`src/rtl/rf_ctrl_pkg.sv`:
```
// Shared types and constants for the RF transceiver control blocks.
// Mode encoding is {M1, M0} as seen on the transceiver pins.
package rf_ctrl_pkg;

    localparam int NUM_MODULES = 3;
    localparam int IDX_W       = 2;

    typedef logic [1:0] mode_t;

    localparam mode_t MODE_NORMAL     = 2'b00;
    localparam mode_t MODE_WAKEUP     = 2'b01;
    localparam mode_t MODE_POWER_SAVE = 2'b10;
    localparam mode_t MODE_SLEEP      = 2'b11;

    typedef enum logic [2:0] {
        IDLE,
        WAIT_PRE,
        SWITCH,
        WAIT_POST,
        DONE,
        FAIL
    } state_t;

endpackage

```
`src/rtl/rf_mode_scheduler_if.sv`:
```
// Host request/ack signals plus the transceiver mode pins for the scheduler.
// The slave modport is the scheduler's view; master is the host/board side.
interface rf_mode_scheduler_if #(
    parameter int N = rf_ctrl_pkg::NUM_MODULES
) ();
    logic [N-1:0]   req;
    logic [2*N-1:0] req_mode;
    logic [N-1:0]   ack;
    logic [N-1:0]   err;
    logic [N-1:0]   AUX;
    logic [N-1:0]   M0;
    logic [N-1:0]   M1;
    logic [2*N-1:0] cur_mode;
    logic           busy;

    modport master (
        output req, req_mode, AUX,
        input  ack, err, M0, M1, cur_mode, busy
    );

    modport slave (
        input  req, req_mode, AUX,
        output ack, err, M0, M1, cur_mode, busy
    );
endinterface

```
`src/rtl/rf_rr_arbiter.sv`:
```
// Round-robin arbiter: combinational grant starting at the pointer, pointer
// advances past the winner on each accepted grant.
module rf_rr_arbiter
    import rf_ctrl_pkg::*;
#(
    parameter int N  = NUM_MODULES,
    parameter int IW = IDX_W
) (
    input  logic          clk,
    input  logic          rst,
    input  logic [N-1:0]  req,
    input  logic          grant_en,
    output logic          grant_valid,
    output logic [IW-1:0] grant_idx
);

    logic [IW-1:0] ptr_reg;
    logic [IW-1:0] ptr_next;

    // Walk offsets from highest to lowest so the requester closest to the
    // pointer is the one left standing.
    always_comb begin
        int            cand;
        logic [IW-1:0] cand_idx;
        cand        = 0;
        cand_idx    = '0;
        grant_valid = 1'b0;
        grant_idx   = '0;
        for (int i = N - 1; i >= 0; i--) begin
            cand = int'(ptr_reg) + i;
            if (cand >= N) begin
                cand = cand - N;
            end
            cand_idx = IW'(cand);
            if (req[cand_idx]) begin
                grant_valid = 1'b1;
                grant_idx   = cand_idx;
            end
        end
    end

    always_comb begin
        ptr_next = ptr_reg;
        if (grant_en && grant_valid) begin
            ptr_next = (grant_idx == IW'(N - 1)) ? '0 : grant_idx + 1'b1;
        end
    end

    always_ff @(posedge clk or posedge rst) begin
        if (rst) begin
            ptr_reg <= '0;
        end else begin
            ptr_reg <= ptr_next;
        end
    end

endmodule

```
`src/rtl/rf_mode_scheduler.sv`:
```
// Serialises M0/M1 mode changes across the transceivers: wait for AUX idle,
// drive the new pins, let them settle, then wait for AUX to recover.
module rf_mode_scheduler
    import rf_ctrl_pkg::*;
#(
    parameter int NUM_MODULES   = rf_ctrl_pkg::NUM_MODULES,
    parameter int SETTLE_CYCLES = 15000,
    parameter int AUX_TIMEOUT   = 2500000,
    parameter int CNT_W         = 22
) (
    input  logic                device_clk,
    input  logic                rst,
    rf_mode_scheduler_if.slave  bus
);

    localparam logic [CNT_W-1:0] SETTLE_LAST  = CNT_W'(SETTLE_CYCLES - 1);
    localparam logic [CNT_W-1:0] TIMEOUT_LAST = CNT_W'(AUX_TIMEOUT - 1);

    state_t             state_reg;
    state_t             state_next;
    logic [CNT_W-1:0]   cnt_reg;
    logic [IDX_W-1:0]   g_reg;
    mode_t              m_reg;
    mode_t              cur_mode_reg [NUM_MODULES];
    mode_t              req_mode_arr [NUM_MODULES];
    logic [NUM_MODULES-1:0] aux_meta_reg;
    logic [NUM_MODULES-1:0] aux_s_reg;

    logic               grant_en;
    logic               grant_valid;
    logic [IDX_W-1:0]   grant_idx;
    logic               apply_mode;

    rf_rr_arbiter #(
        .N  (NUM_MODULES),
        .IW (IDX_W)
    ) u_arb (
        .clk         (device_clk),
        .rst         (rst),
        .req         (bus.req),
        .grant_en    (grant_en),
        .grant_valid (grant_valid),
        .grant_idx   (grant_idx)
    );

    generate
        for (genvar gi = 0; gi < NUM_MODULES; gi++) begin : g_lane
            assign req_mode_arr[gi]        = bus.req_mode[2*gi +: 2];
            assign bus.cur_mode[2*gi +: 2] = cur_mode_reg[gi];
            assign bus.M0[gi]              = cur_mode_reg[gi][0];
            assign bus.M1[gi]              = cur_mode_reg[gi][1];
            assign bus.ack[gi] = (state_reg == DONE) && (g_reg == IDX_W'(gi));
            assign bus.err[gi] = (state_reg == FAIL) && (g_reg == IDX_W'(gi));
        end
    endgenerate

    assign bus.busy = (state_reg != IDLE);

    always_comb begin
        state_next = state_reg;
        grant_en   = 1'b0;
        apply_mode = 1'b0;
        case (state_reg)
            IDLE: begin
                if (grant_valid) begin
                    grant_en   = 1'b1;
                    state_next = (req_mode_arr[grant_idx] == cur_mode_reg[grant_idx])
                               ? DONE : WAIT_PRE;
                end
            end
            WAIT_PRE: begin
                // A ready AUX wins over a simultaneous timeout.
                if (aux_s_reg[g_reg]) begin
                    state_next = SWITCH;
                    apply_mode = 1'b1;
                end else if (cnt_reg == TIMEOUT_LAST) begin
                    state_next = FAIL;
                end
            end
            SWITCH: begin
                if (cnt_reg == SETTLE_LAST) begin
                    state_next = WAIT_POST;
                end
            end
            WAIT_POST: begin
                if (aux_s_reg[g_reg]) begin
                    state_next = DONE;
                end else if (cnt_reg == TIMEOUT_LAST) begin
                    state_next = FAIL;
                end
            end
            DONE:    state_next = IDLE;
            FAIL:    state_next = IDLE;
            default: state_next = IDLE;
        endcase
    end

    always_ff @(posedge device_clk or posedge rst) begin
        if (rst) begin
            state_reg    <= IDLE;
            cnt_reg      <= '0;
            g_reg        <= '0;
            m_reg        <= MODE_NORMAL;
            aux_meta_reg <= '0;
            aux_s_reg    <= '0;
        end else begin
            state_reg    <= state_next;
            aux_meta_reg <= bus.AUX;
            aux_s_reg    <= aux_meta_reg;
            if (grant_en) begin
                g_reg <= grant_idx;
                m_reg <= req_mode_arr[grant_idx];
            end
            // Counter restarts on every state entry and stays parked in IDLE.
            if ((state_next != state_reg) || (state_reg == IDLE)) begin
                cnt_reg <= '0;
            end else begin
                cnt_reg <= cnt_reg + 1'b1;
            end
        end
    end

    always_ff @(posedge device_clk or posedge rst) begin
        if (rst) begin
            for (int i = 0; i < NUM_MODULES; i++) begin
                cur_mode_reg[i] <= MODE_NORMAL;
            end
        end else if (apply_mode) begin
            cur_mode_reg[g_reg] <= m_reg;
        end
    end

endmodule

```
`src/flat_wrapper.sv`:
```
// flat-port wrapper written by rule: the top's interface ports become plain ports
module rf_mode_scheduler_flat import rf_ctrl_pkg::*;
#(
    parameter int NUM_MODULES   = rf_ctrl_pkg::NUM_MODULES,
    parameter int SETTLE_CYCLES = 15000,
    parameter int AUX_TIMEOUT   = 2500000,
    parameter int CNT_W         = 22
)
  (device_clk, rst, bus_req, bus_req_mode, bus_AUX, bus_ack, bus_err, bus_M0, bus_M1, bus_cur_mode, bus_busy);
  rf_mode_scheduler_if bus_i ();
  input  logic device_clk;
  input  logic rst;
  input wire logic [$bits(bus_i.req)-1:0] bus_req;
  input wire logic [$bits(bus_i.req_mode)-1:0] bus_req_mode;
  input wire logic [$bits(bus_i.AUX)-1:0] bus_AUX;
  output wire logic [$bits(bus_i.ack)-1:0] bus_ack;
  output wire logic [$bits(bus_i.err)-1:0] bus_err;
  output wire logic [$bits(bus_i.M0)-1:0] bus_M0;
  output wire logic [$bits(bus_i.M1)-1:0] bus_M1;
  output wire logic [$bits(bus_i.cur_mode)-1:0] bus_cur_mode;
  output wire logic [$bits(bus_i.busy)-1:0] bus_busy;
  assign bus_i.req = bus_req;
  assign bus_i.req_mode = bus_req_mode;
  assign bus_i.AUX = bus_AUX;
  assign bus_ack = bus_i.ack;
  assign bus_err = bus_i.err;
  assign bus_M0 = bus_i.M0;
  assign bus_M1 = bus_i.M1;
  assign bus_cur_mode = bus_i.cur_mode;
  assign bus_busy = bus_i.busy;
  rf_mode_scheduler #(.NUM_MODULES(NUM_MODULES), .SETTLE_CYCLES(SETTLE_CYCLES), .AUX_TIMEOUT(AUX_TIMEOUT), .CNT_W(CNT_W)) u_core (.device_clk(device_clk), .rst(rst), .bus(bus_i));
endmodule
```
`config.mk`:
```
export PLATFORM = sky130hd
export DESIGN_NAME = rf_mode_scheduler_flat
export DESIGN_NICKNAME = d
export VERILOG_FILES = /design/src/rtl/rf_ctrl_pkg.sv /design/src/rtl/rf_mode_scheduler_if.sv /design/src/rtl/rf_rr_arbiter.sv /design/src/rtl/rf_mode_scheduler.sv /design/src/flat_wrapper.sv
export SDC_FILE = /design/constraint.sdc
export NUM_CORES = 1
export LEC_CHECK = 0
export CORE_UTILIZATION = 23
export CTS_CLUSTER_DIAMETER = 100
export CTS_CLUSTER_SIZE = 8
export DETAILED_ROUTE_END_ITERATION = 8
export PLACE_DENSITY_LB_ADDON = 0.05
export SYNTH_ARGS = -nofsm -noshare
export SYNTH_HDL_FRONTEND = slang
export SYNTH_SLANG_ARGS = --single-unit
```
`constraint.sdc`:
```
create_clock -name device_clk -period 5.7 [get_ports device_clk]
set_clock_uncertainty 0.15 [all_clocks]
set_input_delay 0.57 -clock device_clk [delete_from_list [all_inputs] [get_ports device_clk]]
set_output_delay 0.57 -clock device_clk [all_outputs]
set_load 0.03 [all_outputs]
```
==> impl_metrics.env <==
export IMPL_setup_viol=0
export IMPL_maxCapViolations=0
export IMPL_r2r_slack_ns=3.09
export IMPL_grt_pass1_vias=1821
export IMPL_crit_chain="inv_1 > or3_1 > nor3_1 > clkdlybuf4s50_1"
export IMPL_p_leak_nw=1.21
export IMPL_clock_sinks=43
export IMPL_clock_latency_ns=0.29
export IMPL_grt_pass1_wl_um=9690
export IMPL_firstDrtPassIters=4
export IMPL_avgSynthCellArea_um2=9.85
export IMPL_drive_gt1_share_pct=9.29
export IMPL_placed_cells=409
export IMPL_critical_path_class="reg -> out"
export IMPL_p_per_area_mw_per_mm2=447
export IMPL_min_to="u_core.aux_s_reg[0]"
export IMPL_viasPerCell=4.53
export IMPL_peakVddDrop_uv=171
export IMPL_synth_ff_latch_count=43
export IMPL_rsz0062_at_grt="no"
export IMPL_rows=37
export IMPL_postCtsHoldBufs=0
export IMPL_hold_viol=0
export IMPL_synth_nets=271
export IMPL_r2r_start="u_core.u_arb.ptr_reg[1]"
export IMPL_dieArea_mm2=0.0113
export IMPL_grt_start_max_net_pins=44
export IMPL_die_h_um=106
export IMPL_critPathSlowestCell="clkdlybuf4s50_1"
export IMPL_track_usage_pct=11.0
export IMPL_drtIter0Drc=64
export IMPL_ctsRootBufferMaster="clkbuf_8"
export IMPL_synth_edff_count=0
export IMPL_ys_types=57
export IMPL_post_cts_buffers=0
export IMPL_cts_max_level=2
export IMPL_layoutNonFillerInstCount=416
export IMPL_setup_tns_ns=0
export IMPL_async_reset_ff_share_pct=100
export IMPL_fin_crit_ns=2.94
export IMPL_cp_num_buf_inv=2
export IMPL_wl_um=5770
export IMPL_hpwl_um=4170
export IMPL_synthesis_instances=253
export IMPL_die_w_um=106
export IMPL_numCtsBuffers=5
export IMPL_worstSetupEndpointType="primary output"
export IMPL_ant_nets=0
export IMPL_fillers=1088
export IMPL_largest_reg_flops=22
export IMPL_slew_limit_headroom_pct=61.1
export IMPL_antennaDiodeCount=0
export IMPL_vias=1886
export IMPL_min_path_type="reg -> reg"
export IMPL_hold_path_startpoint="u_core.aux_meta_reg[0]"
export IMPL_r2r_end="u_core.state_reg[0]"
export IMPL_coreArea_mm2=0.0104
export IMPL_max_freq_mhz=340
export IMPL_setup_worst_path_start_class="flip-flop"
export IMPL_nNetsFinal=298
export IMPL_multi_input_area_mm2=0.00127
export IMPL_worstPathArrival_ns=2.22
export IMPL_cp_max_fo=7
export IMPL_floorplan_initialDensity_pct=23.9
export IMPL_crit_path_max_incr_delay_ns=0.70
export IMPL_finalCritPeriodShare_pct=51.6
export IMPL_status="finished clean"
export IMPL_grt_overflow_total=0
export IMPL_clock_path_buffers=2
export IMPL_tritoncts="done"
export IMPL_seqCellArea_mm2=0.00108
export IMPL_ios=33
export IMPL_antenna_found_initial=0
export IMPL_path_delay_family="buffers and inverters"
export IMPL_clk_pin_slew_worst_paths_ns=0.08
export IMPL_syn2layout_area_growth_pct=19.8
export IMPL_crit_required_ns=4.98
export IMPL_wl_per_cell_um=13.9
export IMPL_yosys_most_used_dff="dfrtp_1"
export IMPL_cts_repair_resized=0
export IMPL_min_path_cells=0
export IMPL_r2r_cells=8
export IMPL_slew_viol_final=0
export IMPL_gp_congestion=0.694
export IMPL_ys_seq_area_share_pct=43.2
export IMPL_tightest_slew_ns=0.583
export IMPL_syn_cell_area_mm2=0.00249
export IMPL_io_buffers=32
export IMPL_drc=0
export IMPL_ys_warn_count=0
## Yosys cell counts (3+ instances only)
cell / count / area, um^2
a21oi_1: 4 / 20.0
mux2_4: 3 / 45.0
nand3b_1: 4 / 30.0
nand3_1: 8 / 40.0
nand2b_1: 4 / 25.0
nor3_1: 4 / 20.0
xor2_1: 18 / 158
o221ai_1: 3 / 26.3
nor2_1: 40 / 150
nor2b_1: 3 / 18.8
buf_4: 7 / 52.6
xnor2_1: 7 / 61.3
nor4_1: 3 / 18.8
ha_1: 4 / 50.1
mux2i_1: 5 / 50.1
mux2_2: 6 / 67.6
inv_1: 11 / 41.3
nand4_1: 7 / 43.8
o21ai_0: 5 / 25.0
and2_1: 3 / 18.8
buf_2: 3 / 15.0
and4_1: 3 / 26.3
dfrtp_1: 43 / 1080
nand2_1: 14 / 52.6
## cells in the final DEF, fill, tap and decap left out, types with 2 or more instances in the layout
master	n
dfrtp_1	43
nor2_1	40
clkdlybuf4s50_1	32
xor2_1	18
nand2_1	14
inv_1	10
nand3_1	8
nand4_1	7
xnor2_1	7
mux2_2	6
clkbuf_8	6
mux2i_1	5
o21ai_0	5
nand3b_1	4
nand2b_1	4
a21oi_1	4
nor3_1	4
ha_1	4
and2_1	3
o221ai_1	3
mux2_4	3
nor2b_1	3
nor4_1	3
and4_1	3
or3_1	2
nand4b_1	2
o211a_1	2
a31oi_1	2
o2bb2ai_1	2
and4b_1	2
and3b_1	2
buf_4	2
## metrics by stage
step	instance area (um^2)	hold WS, ns	total power, mW	util [%]	worst slack, ns
2_1_floorplan	2490	0.181	0.978	-	3.42
3_3_place_gp	2900	0.185	1.17	27.8	2.96
3_5_place_dp	2900	0.188	1.15	27.8	2.92
4_1_cts	2990	0.208	1.36	28.7	2.72
5_1_grt	2990	0.218	1.44	28.7	2.68
6_report	2990	0.204	1.33	28.7	2.76
## layout make-up
type | count | share of cell area [%]
clock buffers | 6 | 2.77
clock inverters | 1 | 0.168
inverters | 11 | 1.38
multi-input cells | 185 | 42.7
flip-flops and latches | 43 | 36.0
well taps | 136 | 5.70
repair buffers | 34 | 11.2
## per-layer routing
layer / GRT usage, % / vias up / wire, um
li1: - / 938 / -
met1: 16.5 / 909 / 3170
met2: 15.6 / 35 / 2360
met3: 2.39 / 4 / 185
met4: 3.37 / 0 / 52
met5: 0 / - / 0
## how the worst max path moves through the flow
stage | slack, ns | endpoint | from | depth (start not counted)
3_3_place_gp | 2.96 | u_core.state_reg[0] | bus_req[2] | 7
2_1_floorplan | 3.42 | bus_ack[0] | u_core.state_reg[1] | 3
4_1_cts | 2.72 | bus_ack[0] | u_core.state_reg[2] | 4
6_report | 2.76 | bus_ack[0] | u_core.state_reg[2] | 4
5_1_grt | 2.68 | bus_ack[0] | u_core.state_reg[2] | 4
3_5_place_dp | 2.92 | u_core.state_reg[0] | bus_req[2] | 7
## cell families (layout without fill, tap and decap cells)
| family | Yosys count | count (layout) | synth area share (%) |
|---|---|---|---|
| AND/OR/NAND/NOR | 111 | 111 | 24.3 |
| XOR/XNOR | 25 | 25 | 8.79 |
| flip-flops | 43 | 43 | 43.2 |
| AO/OA/AOI/OAI | 31 | 31 | 9.59 |
| multiplexers | 14 | 14 | 6.53 |
| buffers and inverters | 25 | 52 | 5.62 |
| adder cells (fa/ha/maj) | 4 | 4 | 2.01 |
## power by group
part           total [mW]  internal (mW)  switching, mW
combinational       0.686          0.298          0.389
clock               0.200         0.0953          0.105
sequential          0.448          0.365         0.0831
total                1.33          0.758          0.576
(Power assumes the default switching activity.)
